<file path="src/rtl/writeback_unit_if.sv">
// Writeback bus bundle: ALU and load result streams in, register-file write port and retire count out.
interface writeback_unit_if;
  logic        alu_valid;
  logic [4:0]  alu_rd;
  logic [31:0] alu_result;
  logic        alu_ready;
  logic        ld_valid;
  logic [4:0]  ld_rd;
  logic [2:0]  ld_funct3;
  logic [1:0]  ld_addr_lo;
  logic [31:0] ld_rdata;
  logic        ld_ready;
  logic        rf_we;
  logic [4:0]  rf_rd;
  logic [31:0] rf_wdata;
  logic [31:0] retire_cnt;

  modport master (
    output alu_valid, alu_rd, alu_result, ld_valid, ld_rd, ld_funct3, ld_addr_lo, ld_rdata,
    input  alu_ready, ld_ready, rf_we, rf_rd, rf_wdata, retire_cnt
  );

  modport slave (
    input  alu_valid, alu_rd, alu_result, ld_valid, ld_rd, ld_funct3, ld_addr_lo, ld_rdata,
    output alu_ready, ld_ready, rf_we, rf_rd, rf_wdata, retire_cnt
  );
endinterface

</file>
<file path="src/rtl/writeback_unit.sv">
// Final pipeline stage: arbitrates ALU results against formatted load data, one registered
// register-file write per cycle, with a starvation counter so the ALU always makes progress.
module writeback_unit #(
  parameter int STARVE_LIMIT = 4
) (
  input  logic             clk,
  input  logic             rst,
  writeback_unit_if.slave  bus
);
  localparam int SW = $clog2(STARVE_LIMIT + 1);
  localparam logic [SW-1:0] LIMIT = SW'(STARVE_LIMIT);

  logic [SW-1:0] r_starve;
  logic          r_rf_we;
  logic [4:0]    r_rf_rd;
  logic [31:0]   r_rf_wdata;
  logic [31:0]   r_retire_cnt;

  logic          w_at_limit;
  logic          w_grant_alu;
  logic          w_grant_ld;
  logic [7:0]    w_byte;
  logic [15:0]   w_half;
  logic [31:0]   w_ld_data;
  logic [4:0]    w_win_rd;
  logic [31:0]   w_win_data;

  assign w_at_limit  = (r_starve == LIMIT);
  assign w_grant_alu = bus.alu_valid && (!bus.ld_valid || w_at_limit);
  assign w_grant_ld  = bus.ld_valid && !w_grant_alu;

  // Readies depend only on the other side's valid so a source can see them before offering.
  assign bus.ld_ready  = !(bus.alu_valid && w_at_limit);
  assign bus.alu_ready = !bus.ld_valid || w_at_limit;

  always_comb begin
    w_byte = bus.ld_rdata[7:0];
    case (bus.ld_addr_lo)
      2'd0: w_byte = bus.ld_rdata[7:0];
      2'd1: w_byte = bus.ld_rdata[15:8];
      2'd2: w_byte = bus.ld_rdata[23:16];
      2'd3: w_byte = bus.ld_rdata[31:24];
      default: w_byte = bus.ld_rdata[7:0];
    endcase
    w_half = bus.ld_addr_lo[1] ? bus.ld_rdata[31:16] : bus.ld_rdata[15:0];
    case (bus.ld_funct3)
      3'b000:  w_ld_data = {{24{w_byte[7]}}, w_byte};
      3'b100:  w_ld_data = {24'd0, w_byte};
      3'b001:  w_ld_data = {{16{w_half[15]}}, w_half};
      3'b101:  w_ld_data = {16'd0, w_half};
      default: w_ld_data = bus.ld_rdata;
    endcase
  end

  assign w_win_rd   = w_grant_alu ? bus.alu_rd : bus.ld_rd;
  assign w_win_data = w_grant_alu ? bus.alu_result : w_ld_data;

  always_ff @(posedge clk or posedge rst) begin
    if (rst) begin
      r_starve     <= '0;
      r_rf_we      <= 1'b0;
      r_rf_rd      <= 5'd0;
      r_rf_wdata   <= 32'd0;
      r_retire_cnt <= 32'd0;
    end else begin
      if (w_grant_alu || !bus.alu_valid) begin
        r_starve <= '0;
      end else if (bus.ld_valid && !w_at_limit) begin
        r_starve <= r_starve + 1'b1;
      end

      if (w_grant_alu || w_grant_ld) begin
        r_rf_we      <= (w_win_rd != 5'd0);
        r_rf_rd      <= w_win_rd;
        r_rf_wdata   <= w_win_data;
        r_retire_cnt <= r_retire_cnt + 32'd1;
      end else begin
        r_rf_we <= 1'b0;
      end
    end
  end

  assign bus.rf_we      = r_rf_we;
  assign bus.rf_rd      = r_rf_rd;
  assign bus.rf_wdata   = r_rf_wdata;
  assign bus.retire_cnt = r_retire_cnt;
endmodule
</file>
<file path="src/flat_wrapper.sv">
// flat-port wrapper written by rule: the top's interface ports become plain ports
module writeback_unit_flat 
#(
  parameter int STARVE_LIMIT = 4
)
  (clk, rst, bus_alu_valid, bus_alu_rd, bus_alu_result, bus_ld_valid, bus_ld_rd, bus_ld_funct3, bus_ld_addr_lo, bus_ld_rdata, bus_alu_ready, bus_ld_ready, bus_rf_we, bus_rf_rd, bus_rf_wdata, bus_retire_cnt);
  writeback_unit_if bus_i ();
  input  logic clk;
  input  logic rst;
  input wire logic [$bits(bus_i.alu_valid)-1:0] bus_alu_valid;
  input wire logic [$bits(bus_i.alu_rd)-1:0] bus_alu_rd;
  input wire logic [$bits(bus_i.alu_result)-1:0] bus_alu_result;
  input wire logic [$bits(bus_i.ld_valid)-1:0] bus_ld_valid;
  input wire logic [$bits(bus_i.ld_rd)-1:0] bus_ld_rd;
  input wire logic [$bits(bus_i.ld_funct3)-1:0] bus_ld_funct3;
  input wire logic [$bits(bus_i.ld_addr_lo)-1:0] bus_ld_addr_lo;
  input wire logic [$bits(bus_i.ld_rdata)-1:0] bus_ld_rdata;
  output wire logic [$bits(bus_i.alu_ready)-1:0] bus_alu_ready;
  output wire logic [$bits(bus_i.ld_ready)-1:0] bus_ld_ready;
  output wire logic [$bits(bus_i.rf_we)-1:0] bus_rf_we;
  output wire logic [$bits(bus_i.rf_rd)-1:0] bus_rf_rd;
  output wire logic [$bits(bus_i.rf_wdata)-1:0] bus_rf_wdata;
  output wire logic [$bits(bus_i.retire_cnt)-1:0] bus_retire_cnt;
  assign bus_i.alu_valid = bus_alu_valid;
  assign bus_i.alu_rd = bus_alu_rd;
  assign bus_i.alu_result = bus_alu_result;
  assign bus_i.ld_valid = bus_ld_valid;
  assign bus_i.ld_rd = bus_ld_rd;
  assign bus_i.ld_funct3 = bus_ld_funct3;
  assign bus_i.ld_addr_lo = bus_ld_addr_lo;
  assign bus_i.ld_rdata = bus_ld_rdata;
  assign bus_alu_ready = bus_i.alu_ready;
  assign bus_ld_ready = bus_i.ld_ready;
  assign bus_rf_we = bus_i.rf_we;
  assign bus_rf_rd = bus_i.rf_rd;
  assign bus_rf_wdata = bus_i.rf_wdata;
  assign bus_retire_cnt = bus_i.retire_cnt;
  writeback_unit #(.STARVE_LIMIT(STARVE_LIMIT)) u_core (.clk(clk), .rst(rst), .bus(bus_i));
endmodule
</file>
<file path="config.mk">
export PLATFORM = sky130hd
export DESIGN_NAME = writeback_unit_flat
export DESIGN_NICKNAME = d
export VERILOG_FILES = /design/src/rtl/writeback_unit_if.sv /design/src/rtl/writeback_unit.sv /design/src/flat_wrapper.sv
export SDC_FILE = /design/constraint.sdc
export NUM_CORES = 1
export LEC_CHECK = 0
export ABC_AREA = 0
export ABC_CLOCK_PERIOD_IN_PS = 7110
export CORE_MARGIN = 3
export CORE_UTILIZATION = 47
export DETAILED_ROUTE_END_ITERATION = 10
export PLACE_DENSITY = 0.87
export RECOVER_POWER = 100
export REMOVE_ABC_BUFFERS = 1
export SLEW_MARGIN = 25
export SYNTH_ARGS = -nofsm -noshare
export SYNTH_HDL_FRONTEND = slang
export SYNTH_SLANG_ARGS = --single-unit
</file>
<file path="constraint.sdc">
create_clock -name clk -period 7.11 [get_ports clk]
set_input_delay 1.7775 -clock clk [delete_from_list [all_inputs] [get_ports clk]]
set_output_delay 1.7775 -clock clk [all_outputs]
set_load 0.005 [all_outputs]
</file>
==> results.toml <==
[global_route]
grtUsageTotal_pct = 24.9
first_global_vias = 3919
overflow = 0
grt_max_degree = 40
grt_first_pass_wirelength_mm = 19.2
antenna_found_initial = 0

[cts]
cts_resized = 0
cts_tree = "done"
ctsHoldBuffers = 0
htree_levels = 3
cts_root_buf = "clkbuf_8"
cts_buffers = 9
cts_buffer_depth = 2
clkTransAtPathRegs_ns = 0.08
clk_latency_ns = 0.34
postCtsSetupBuffers = 0
cts_sinks = 73

[placement]
gp_congestion = 0.798
hpwl_mm = 8.59
place.port_buffers = 154
placed_cells = 632

[critical_path]
r2r-end = "u_core.bus.rf_wdata[19]"
critPathMaxFanout = 6
worstReg2RegStart = "u_core.r_starve[0]"
rrSetupSlack_ns = 4.89
cp-start-kind = "primary input"
r2r_cells = 6
end_kind = "output port"
arrival_ns = 3.56
crit_required_ns = 5.33
crit_type = "in2out"

[route]
routedWlPerCell_um = 18.1
antenna_left = 0
drt_iter0_drc = 176
vias = 3801
wirelength_mm = 11.7
routed_via_density = 5.87
dr.pass1.iters = 5
drc_errors = 0

[timing]
relSlewSlack_pct = -36.1
fin_crit_ns = 5.34
hold_viol_final = 0
skew_ns = 0.00836
worst_pin_slew_ns = 2.04
drv_slew = 114
period_share_pct = 75.1
fmax_mhz = 187
setup_viol = 0
tns_ns = 0
rsz0062_at_grt = "no"

[pwr]
power_w = 0.00112
sequentialPowerShare_pct = 45.1
power_density_mw_per_mm2 = 198
power_leakage_nw = 2.41
combPwrFrac_pct = 24.0
ir_drop_mv = 0.108
power_switching_w = 0.000319
clock_power_share_pct = 30.9
intPower_w = 0.000805
p_sw_share_pct = 28.4

[worst_hold_path]
min_to = "u_core.r_starve[0]"
worstHoldStart = "u_core.r_starve[0]"
min_path_type = "reg2reg"
min_path_cells = 1

[yosys]
synth_top_area_share_pct = 46.9
ys_seq_elements = 73
yosys_warnings = 0
synth_area_leaders = "dfrtp_1 47%, xnor2_1 6.5%, a221oi_1 5.4%"
synthFlopType = "dfrtp_1"
synth-edff-count = 0
synth_seq_area_share_pct = 46.9
netlist_area_mm2 = 0.00390
yosysMostFrequentCell = "dfrtp_1"
synth_top_area_cell = "dfrtp_1"
synth.top_cells.by_count = "73 x dfrtp_1, 47 x nand2_1, 34 x o21ai_0, 29 x xnor2_1, 24 x a221oi_1"
synthArstFlopShare_pct = 100
avgSynthCellArea_um2 = 9.81
synth_cell_types = 47
synth_cells = 397

[layout]
fillCellCount = 576
n_antenna_cell = 0
final_core_util_pct = 71.9
drive_gt1_share_pct = 4.95
syn_to_final_growth_pct = 45.5
final_cells = 648
final_nets = 627

[die]
pin_count = 155
design.die.area_mm2 = 0.00942
core_mm2 = 0.00789
num_rows = 32
start_util_pct = 49.4
die_y_um = 97.1
die_w_um = 97.1

[run]
cap_violations = 3

[outcome]
violations = "capacitance limit, slew limit"
status = "complete, but fails checks"
==> placed cells by master, fill, tap and decap left out, drive strengths merged, types with 4 or more instances in the layout <==
master	n
a2111oi	4
o21ai	45
xnor2	29
clkbuf	14
nand4	9
a21oi	7
dlygate4sd3	76
and3	5
nand3	17
nor3	10
and4	4
nand2	47
inv	15
a221oi	25
a31oi	5
nor3b	4
a221o	7
clkdlybuf4s50	78
nand2b	7
mux2i	10
dfrtp	73
nor2	17
==> per-layer routing <==
metal  wire [um]  track usage (%)  vias up
met5           0                0        -
met4         216             7.13        0
met3        1120             7.68       24
met2        5760             42.5      192
met1        4630             30.3     1847
li1            -                -     1738
==> metrics by stage <==
step	cell area, um^2	worst slack [ns]	hold WS, ns
after global routing	5670	1.61	0.497
after CTS	5700	2.10	0.475
after global placement	5490	2.15	0.447
after floorplan	3780	3.24	0.429
after detailed placement	5490	2.09	0.466
final	5670	1.77	0.468
==> area by class of cell <==
cell class	instances	area (um^2)	share of cell area [%]
Clock buffer	12	165	2.91
Inverter	15	56.3	0.993
Timing Repair Buffer	158	1560	27.6
Multi-Input combinational cell	284	1880	33.1
Sequential cell	73	1830	32.2
Clock inverter	4	50.0	0.883
Tap cell	102	128	2.25
==> how the worst max path moves through the flow <==
stage          cells after the start                        end          from
6_report                           4              bus_alu_ready  bus_ld_valid
5_1_grt                            3  u_core.bus.retire_cnt[31]           rst
2_1_floorplan                      2              bus_alu_ready  bus_ld_valid
4_1_cts                            4              bus_alu_ready  bus_ld_valid
3_5_place_dp                       4              bus_alu_ready  bus_ld_valid
3_3_place_gp                       4              bus_alu_ready  bus_ld_valid
==> cells by family (layout without fill, tap and decap cells) <==
| kind of cell | count (synthesis) | after routing | synth area share, % |
|---|---|---|---|
| AND/OR/NAND/NOR | 135 | 135 | 18.3 |
| AO/OA/AOI/OAI | 101 | 101 | 17.9 |
| flip-flops | 73 | 73 | 46.9 |
| buffers and inverters | 40 | 189 | 4.40 |
| XOR/XNOR | 32 | 32 | 7.19 |
| multiplexers | 13 | 13 | 4.40 |
| adder cells (fa/ha/maj) | 3 | 3 | 0.963 |
==> power by group through the flow <==
| stage | Clock (W) | Sequential, W | Combinational, W |
|---|---|---|---|
| CTS | 0.000349 | 0.000509 | 0.000293 |
| finish | 0.000347 | 0.000507 | 0.000269 |
| global route | 0.000366 | 0.000514 | 0.000296 |
| detailed placement | 0 | 0.000516 | 0.000292 |
| floorplan | 0 | 0.000511 | 0.000104 |
| global placement | 0 | 0.000514 | 0.000285 |
==> critical path, stage by stage <==
cell and delay, ns:
dlygate4sd3_1 0.64, a21boi_0 0.48, inv_1 0.08, dlygate4sd3_1 0.58
==> sequential cells by signal (all words and copies together) (netlist names) <==
name / count
u_core.bus.retire_cnt: 32
u_core.bus.rf_wdata: 32
u_core.bus.rf_rd: 5
u_core.r_starve: 3
u_core.bus.rf_we: 1
(Power assumes the default switching activity.)
